### config.mk
export PLATFORM = sky130hd
export DESIGN_NAME = phibin_conv_arbiter
export DESIGN_NICKNAME = d
export VERILOG_FILES = /design/src/rtl/phibin_conv_arbiter.sv
export SDC_FILE = /design/constraint.sdc
export NUM_CORES = 1
export LEC_CHECK = 0
export ABC_AREA = 1
export BUFFER_PORTS_ARGS = -buffer_cell sky130_fd_sc_hd__buf_2
export CORE_ASPECT_RATIO = 1.5
export CORE_MARGIN = 5
export CORE_UTILIZATION = 58
export CTS_BUF_LIST = sky130_fd_sc_hd__clkbuf_4 sky130_fd_sc_hd__clkbuf_8
export DETAILED_ROUTE_END_ITERATION = 8
export PLACE_DENSITY_LB_ADDON = 0.2
export SLEW_MARGIN = 20
export SYNTH_ARGS = -nofsm -noshare
export SYNTH_HDL_FRONTEND = slang
export SYNTH_SLANG_ARGS = --single-unit
### constraint.sdc
create_clock -name clk -period 9.5 [get_ports clk]
set_input_delay 0 -clock clk [delete_from_list [all_inputs] [get_ports clk]]
set_output_delay 0 -clock clk [all_outputs]
set_load 0.1 [all_outputs]
### src/rtl/phibin_conv_arbiter.sv
// Round-robin front end sharing one fixed-latency relphi_to_phibin converter between N_REQ
// requesters, with tag matching and a credit-guarded show-ahead result FIFO. Option: PHIBIN_WRAP_EN.
module phibin_conv_arbiter #(
    parameter int N_REQ      = 4,
    parameter int CONV_LAT   = 3,
    parameter int FIFO_DEPTH = 8,
    parameter int NPHI       = 27,
    localparam int IDW       = $clog2(N_REQ),
    localparam int AW        = $clog2(FIFO_DEPTH),
    localparam int IW        = AW + 1
) (
    input  logic                   clk,
    input  logic                   reset,
    input  logic [N_REQ-1:0]       req_valid,
    output logic [N_REQ-1:0]       req_ready,
    input  logic [12*N_REQ-1:0]    req_rel_phi,
    input  logic [5*N_REQ-1:0]     req_start_phi,
    output logic [11:0]            conv_rel_phi,
    output logic [4:0]             conv_start_phi,
    input  logic [4:0]             conv_phi_bin,
    output logic                   out_valid,
    input  logic                   out_ready,
    output logic [4:0]             out_phi_bin,
    output logic [IDW-1:0]         out_req_id,
    output logic [IW-1:0]          inflight
);

    localparam int TAGS = CONV_LAT + 1;
    localparam int SW   = IDW + 1;

    generate
        if (N_REQ < 2 || N_REQ > 8 || FIFO_DEPTH < CONV_LAT + 1 ||
            (FIFO_DEPTH & (FIFO_DEPTH - 1)) != 0 || NPHI < 1 || NPHI > 31) begin : g_bad_params
            $error("phibin_conv_arbiter: illegal parameter combination");
        end
    endgenerate

    logic [11:0] rel_arr [N_REQ];
    logic [4:0]  st_arr  [N_REQ];

    genvar gi;
    generate
        for (gi = 0; gi < N_REQ; gi++) begin : g_unpack
            assign rel_arr[gi] = req_rel_phi[12*gi +: 12];
            assign st_arr[gi]  = req_start_phi[5*gi +: 5];
        end
    endgenerate

    logic [IDW-1:0]            ptr_q, ptr_d;
    logic [IW-1:0]             inflight_q, inflight_d;
    logic [11:0]               conv_rel_q;
    logic [4:0]                conv_st_q;
    logic [TAGS-1:0]           tag_vld_q;
    logic [TAGS-1:0][IDW-1:0]  tag_id_q;
    logic [4+IDW:0]            mem [FIFO_DEPTH];
    logic [AW:0]               wr_ptr_q, rd_ptr_q;

    logic                      can_issue;
    logic [N_REQ-1:0]          grant;
    logic [IDW-1:0]            grant_id;
    logic                      found;
    logic [SW-1:0]             scan;
    logic                      transfer;
    logic                      push;
    logic                      pop;
    logic [4:0]                wr_phi;

    // Credit counts every tag still in the pipe, so a non-stallable result always finds a slot.
    assign can_issue = (inflight_q < IW'(FIFO_DEPTH)) && !reset;

    always_comb begin
        grant    = '0;
        grant_id = '0;
        found    = 1'b0;
        scan     = '0;
        for (int off = 0; off < N_REQ; off++) begin
            scan = {1'b0, ptr_q} + SW'(off);
            if (scan >= SW'(N_REQ)) begin
                scan = scan - SW'(N_REQ);
            end
            if (can_issue && !found && req_valid[scan[IDW-1:0]]) begin
                found                 = 1'b1;
                grant[scan[IDW-1:0]]  = 1'b1;
                grant_id              = scan[IDW-1:0];
            end
        end
    end

    assign req_ready = grant;
    assign transfer  = |grant;
    assign ptr_d     = (grant_id == IDW'(N_REQ - 1)) ? '0 : grant_id + 1'b1;

    always_ff @(posedge clk) begin
        if (reset) begin
            ptr_q      <= '0;
            conv_rel_q <= '0;
            conv_st_q  <= '0;
        end else if (transfer) begin
            ptr_q      <= ptr_d;
            conv_rel_q <= rel_arr[grant_id];
            conv_st_q  <= st_arr[grant_id];
        end
    end

    assign conv_rel_phi   = conv_rel_q;
    assign conv_start_phi = conv_st_q;

    // The tail tag lines up with the converter output one cycle after its last internal stage.
    always_ff @(posedge clk) begin
        if (reset) begin
            tag_vld_q <= '0;
        end else begin
            tag_vld_q <= {tag_vld_q[TAGS-2:0], transfer};
        end
        tag_id_q <= {tag_id_q[TAGS-2:0], grant_id};
    end

`ifdef PHIBIN_WRAP_EN
    assign wr_phi = (conv_phi_bin >= 5'(NPHI)) ? conv_phi_bin - 5'(NPHI) : conv_phi_bin;
`else
    assign wr_phi = conv_phi_bin;
`endif

    assign push      = tag_vld_q[TAGS-1];
    assign out_valid = (wr_ptr_q != rd_ptr_q);
    assign pop       = out_valid && out_ready;

    always_ff @(posedge clk) begin
        if (push) begin
            mem[wr_ptr_q[AW-1:0]] <= {wr_phi, tag_id_q[TAGS-1]};
        end
    end

    always_ff @(posedge clk) begin
        if (reset) begin
            wr_ptr_q <= '0;
            rd_ptr_q <= '0;
        end else begin
            if (push) begin
                wr_ptr_q <= wr_ptr_q + 1'b1;
            end
            if (pop) begin
                rd_ptr_q <= rd_ptr_q + 1'b1;
            end
        end
    end

    assign out_phi_bin = out_valid ? mem[rd_ptr_q[AW-1:0]][4+IDW:IDW] : '0;
    assign out_req_id  = out_valid ? mem[rd_ptr_q[AW-1:0]][IDW-1:0]   : '0;

    always_comb begin
        inflight_d = inflight_q;
        case ({transfer, pop})
            2'b10:   inflight_d = inflight_q + 1'b1;
            2'b01:   inflight_d = inflight_q - 1'b1;
            default: inflight_d = inflight_q;
        endcase
    end

    always_ff @(posedge clk) begin
        if (reset) begin
            inflight_q <= '0;
        end else begin
            inflight_q <= inflight_d;
        end
    end

    assign inflight = inflight_q;

endmodule

Word-level counts from Yosys, hierarchy flattened
Memory sizes are Yosys's and may differ from the RTL's. A register that Yosys moved wholly into a read port is not among the register bits.
Index checks and enable logic that the tools add are counted.
{ "word_totals": {"output_inout_bits": 33, "register_bits": 43, "ram_bits": 56, "mem_count": 1, "input_bits": 80, "wordCells": 110} }
{ "mem_list": {"columns": ["name", "words", "word_bits", "read_ports", "rd_ports_with_merged_regs", "write_ports", "line_no", "source"], "rows": [
  ["mem", 8, 7, 1, 1, 1, "55", "logic [4+IDW:0] mem [FIFO_DEPTH];"]
]} }
{ "op_classes": {"n_eq_ne": 4, "n_bitwise": 4, "n_addsub": 12, "mux": 45, "magnitude_cmp": 14, "reduce_logical": 19} }
{ "op_table": {"columns": ["op", "count"], "rows": [
  ["$bmux 12 s2", 1],
  ["$mux 12", 2],
  ["$mux 2", 10],
  ["$mux 4", 4],
  ["$mux 5", 3],
  ["$logic_and 1x1->1", 13],
  ["$mux 1", 13],
  ["$add 4x1->4 const B", 3],
  ["$ge 3x3->1 const B", 4],
  ["$lt 2x3->1 const B", 4],
  ["$or 4x4->4", 3],
  ["$bmux 5 s2", 1],
  ["$bmux 1 s2", 4],
  ["$demux 1 s2", 4],
  ["$ge 2x1->1 const B", 4],
  ["$pmux 4 s2", 1],
  ["$sub 2x1->2 const B", 4],
  ["$add 2x2->3 const B", 2],
  ["$mux 3", 2],
  ["$eq 2x2->1 const B", 2],
  ["$logic_not 1->1", 4],
  ["$lt 4x4->1 const B", 1],
  ["$ne 4x4->1", 1],
  ["$reduce_or 4->1", 1],
  ["7 further kinds", 7]
]} }

Logic depth before layout (Yosys ltp)
{ "logic_depth": {"word_depth": 22, "mapped_depth": 22, "ltp_nobuf": 21} }

Worst setup path after synthesis
Ideal clock, no wire load.
{ "synth_path": {"path_kind": "register to register", "from": "register inflight_q[3] (netlist: inflight[3])", "to": "register inflight_q[3] (netlist: inflight[3])", "synth_period_minus_slack_ns": 4.259, "setup_time_ns": 0.070, "arrival_ns": 4.189, "t_required_ns": 9.430, "stages_incl_launch_ff": 19, "setup_slack_ns": 5.241, "path_buffers": 2, "path_cell_list": "dfxtp_1 -> nor2_1 -> nand2_4 -> nor2_4 -> buf_6 -> nand3_1 -> nand3_1 -> nor2_1 -> nand2_2 -> inv_2 -> buf_6 -> ha_1 -> ha_1 -> nand2_1 -> nor2_1 -> a211oi_1 -> xor2_1 -> nand2_1 -> a21oi_1"} }
{ "synth_between": {"elab_chain_len": 19, "elab_cells_between_ends": 29, "classes_between": "2 x add/sub; 1 x order compare; 2 x eq/ne; 8 x mux; 3 x bitwise; 13 x reduce/logical"} }
{ "synth_lines": {"columns": ["element", "line_no", "source"], "rows": [
  ["start, declared", "50", "logic [IW-1:0] inflight_q, inflight_d;"],
  ["start signal, assigned", "164", "inflight_q <= inflight_d;"],
  ["$lt 4x4->1 *", "69", "assign can_issue = (inflight_q < IW'(FIFO_DEPTH)) && !reset;"],
  ["$logic_and 1x1->1 *", "69", null],
  ["$logic_and 1x1->1", "81", "if (can_issue && !found && req_valid[scan[IDW-1:0]]) begin"],
  ["$mux 1", "81", null],
  ["$logic_not 1->1", "81", null],
  ["$logic_and 1x1->1 (2 in series)", "81", null],
  ["$mux 1", "81", null],
  ["$logic_not 1->1", "81", null],
  ["$logic_and 1x1->1 (2 in series)", "81", null],
  ["$mux 1", "81", null],
  ["$logic_not 1->1", "81", null],
  ["$logic_and 1x1->1 (2 in series)", "81", null],
  ["$mux 4 *", "81", null],
  ["net req_ready[1]", "15", "output logic [N_REQ-1:0] req_ready,"],
  ["$reduce_or 4->1 *", "90", "assign transfer = |grant;"],
  ["$eq 2x1->1 or $eq 2x2->1 (tied branches)", "153", "case ({transfer, pop})"],
  ["$pmux 4 s2 or $reduce_bool 2->1 (tied branches)", null, null]
]} }
Mark *: on every way through the listed nets, which the timed path passes. The rest lies on a longest branch.
A chain may end at the register's enable or synchronous reset.

==> run metrics <==
Reg clk slew, reported paths 100 ps; Area growth, synth to finish 15.2%; Top delay family on crit path simple AND/OR/NAND/NOR gates; Iter 0 DRT Violations 212; Mapped Cells 633; Final Slew Violations 0; layout cells sized above 1 20.5%; dpl cells 830; CP Max Fanout 22; CP max stage delay 590 ps; final setup TNS 0 ps; Hold WC Path Type in2reg; GRT overflow 0; post-synthesis async set-or-reset flop share 0%; vias in the first global route 4,310; DR vias/cell 5.27; antenna diode count 0; fin nets 831; initial core utilization 59.4%; insertion delay to the later sink of the worst-skew pair 360 ps; R2R setup slack 5340 ps; WP data arrival 4460 ps; final worst path period need 4160 ps; post-synth cell types 34; final hold viol count 0; slowest CP cell dfxtp_1; routability cong. 0.857; Layout Skew 10.6 ps; Synth Cell Area 5240 µm²; status completed; maximum clock insertion buffer count 2; Synth Area per Inst 8.28 µm²; core area 8830 µm²; total chip power 2.04 mW; Num CTS Buffers 9; measured slew at the worst slew-check pin 862 ps; Lkg Pwr 2.80 nW; final setup fails 0; Setup CP Type reg2reg; Ys Warns 0; RSZ-0062 raised after global routing no; Startpoint Class register; first-pass GRT wire length 19.6 mm; Max Freq 0.241 GHz; Rel. slew slack 42.3%; die width 87.6 µm; Max-Cap Viols 0; Buf+Inv Stages, Crit Path 4; via count 4,484; die footprint 11,100 µm²; Resize count post-CTS 0; dpl hpwl 8.88 mm; H-tree depth 3; Max IR drop VDD 0.237 mV; CTS tree done; Post-CTS Setup Inserts 0; EDFF count, synth 56; clock sink count 102; DR WL/cell 14.1 µm; sequential fraction of the synthesis area 49.6%; number of nets still failing antenna checks after routing 0; GRT Total Usage 22.4%; most used cell, CP ha_1; Mapped Nets 727; number of port buffers 112; Top FF cell, synth edfxtp_1; Residual DRC 0; clock root cell clkbuf_8; Critical Path RT 9800 ps; Layout Cells excl Fill 851; die height 126 µm; Pre-antenna DRT Iters 4; Setup crit end kind register; final wirelength 12.0 mm; I/O pin cnt 113; row count 42; initial antenna violation count 0; largest net degree at the start of global routing 38; PD cells 338 nW/µm²; Seq cells post-synth 102; fin crit share 43.8%; crit path cell chain inv_4 > ha_1 > inv_1 > nand3_2 > nand2_2 > inv_2 > nor2_4 > nand3_1 > nand3_1 > nor2_1 > nand2_2 > inv_2 > ha_1 > ha_1 > nand2_1 > nor2_1 > a211oi_1 > xor2_1 > nand2_1 > a21oi_1
[repair_timing]
item | CTS | global route
hold buffers | 6 | 0
endpoints found under the setup margin | 0 | 0
hold endpoints to repair | 46 | 0
[per-layer routing]
metal / track usage, % / share of wire (%) / up-vias
met1: 25.9 / 40 / 2030
met4: 9.94 / 2.3 / 0
li1: - / - / 2284
met2: 40.0 / 52 / 146
met3: 3.11 / 5.3 / 24
met5: 0 / 0 / -
[cell usage after synthesis, types with 6 or more instances]
master,number,area (µm²)
nand2_2,8,50.1
buf_2,6,30.0
inv_1,80,300
a21oi_1,10,50.1
a31oi_1,7,43.8
xnor2_1,6,52.6
nand2_1,97,364
dfxtp_1,46,921
o21ai_0,63,315
edfxtp_1,56,1680
nor2_1,102,383
o22ai_1,7,43.8
nand3_1,71,355
nand3b_1,17,128
ha_1,13,163
clkbuf_1,12,45.0
[area by class of cell]
class                   count  area (µm²)
fillers                   726        2790
well taps                 110         138
multi-input cells         421        2170
repair buffers            119         628
clock buffers              10         138
clock inverters             5        43.8
flip-flops and latches    102        2600
inverters                  84         318
[through the flow]
stage	setup slack, ps	cell area, µm²	utilization (%)	hold WS [ps]
6_report	5340	6040	68.4	34.5
5_1_grt	4960	6040	68.4	90.9
3_3_place_gp	5640	5800	65.7	263
3_5_place_dp	5370	5800	65.7	273
4_1_cts	5370	6040	68.4	16.7
2_1_floorplan	5240	5240	-	98.9
[cell families (layout without fill, tap and decap cells)]
family,count (synthesis),in the layout,share of synthesized area [%]
DFF,102,102,49.6
buffers and inverters,110,218,8.93
adders and majority gates,14,14,3.48
xor gates and xnor gates,7,7,1.17
and+or+nand+nor,309,309,27.1
AOI/OAI and AO/OA,91,91,9.71
[state kept, by name, indices dropped and copies added, names as in the netlist, named ones only]
| signal | flops |
|---|---|
| inflight | 4 |
| wr_ptr_q | 4 |
| ptr_q | 1 |
| conv_start_phi | 5 |
| conv_rel_phi | 12 |
| tag_id_q | 8 |
| mem | 56 |
| rd_ptr_q | 4 |
| tag_vld_q | 4 |
[path summary, 6_finish.rpt]
| kind | startpoint | endpoint | depth (start not counted) |
|---|---|---|---|
| setup / recovery | register | inflight[3] | 20 |
| hold / removal | req_start_phi[19] | conv_start_phi[4] | 7 |
| setup reg to reg | register | inflight[3] | 20 |
| hold reg to reg | tag_id_q[2] | tag_id_q[4] | 0 |
[placed cells by master, fill, tap and decap left out, types with 7 or more instances in the layout]
cell type    n
dfxtp_1     46
buf_2      112
o22ai_1      7
nand3b_1    17
nand2_2      8
nand2_1     97
a21oi_1     10
a31oi_1      7
clkbuf_8    10
o21ai_0     63
nand3_1     71
nor2_1     102
inv_1       80
edfxtp_1    56
ha_1        13
[report_power, final]
group          internal (mW)  switching [mW]
Sequential             0.536          0.0530
Combinational          0.283           0.921
Clock                  0.104           0.146
Total                  0.923            1.12
[worst register-to-register path, cell delays in order (launching register included)]
cell and delay [ps]:
dfxtp_1 590, inv_4 150, ha_1 350, inv_1 200
nand3_2 170, nand2_2 100, inv_2 40, nor2_4 280
nand3_1 150, nand3_1 160, nor2_1 70, nand2_2 280
inv_2 230, ha_1 310, ha_1 340, nand2_1 80
nor2_1 40, a211oi_1 210, xor2_1 170, nand2_1 60
a21oi_1 110
Note: power is estimated with default switching activity, not from simulation.
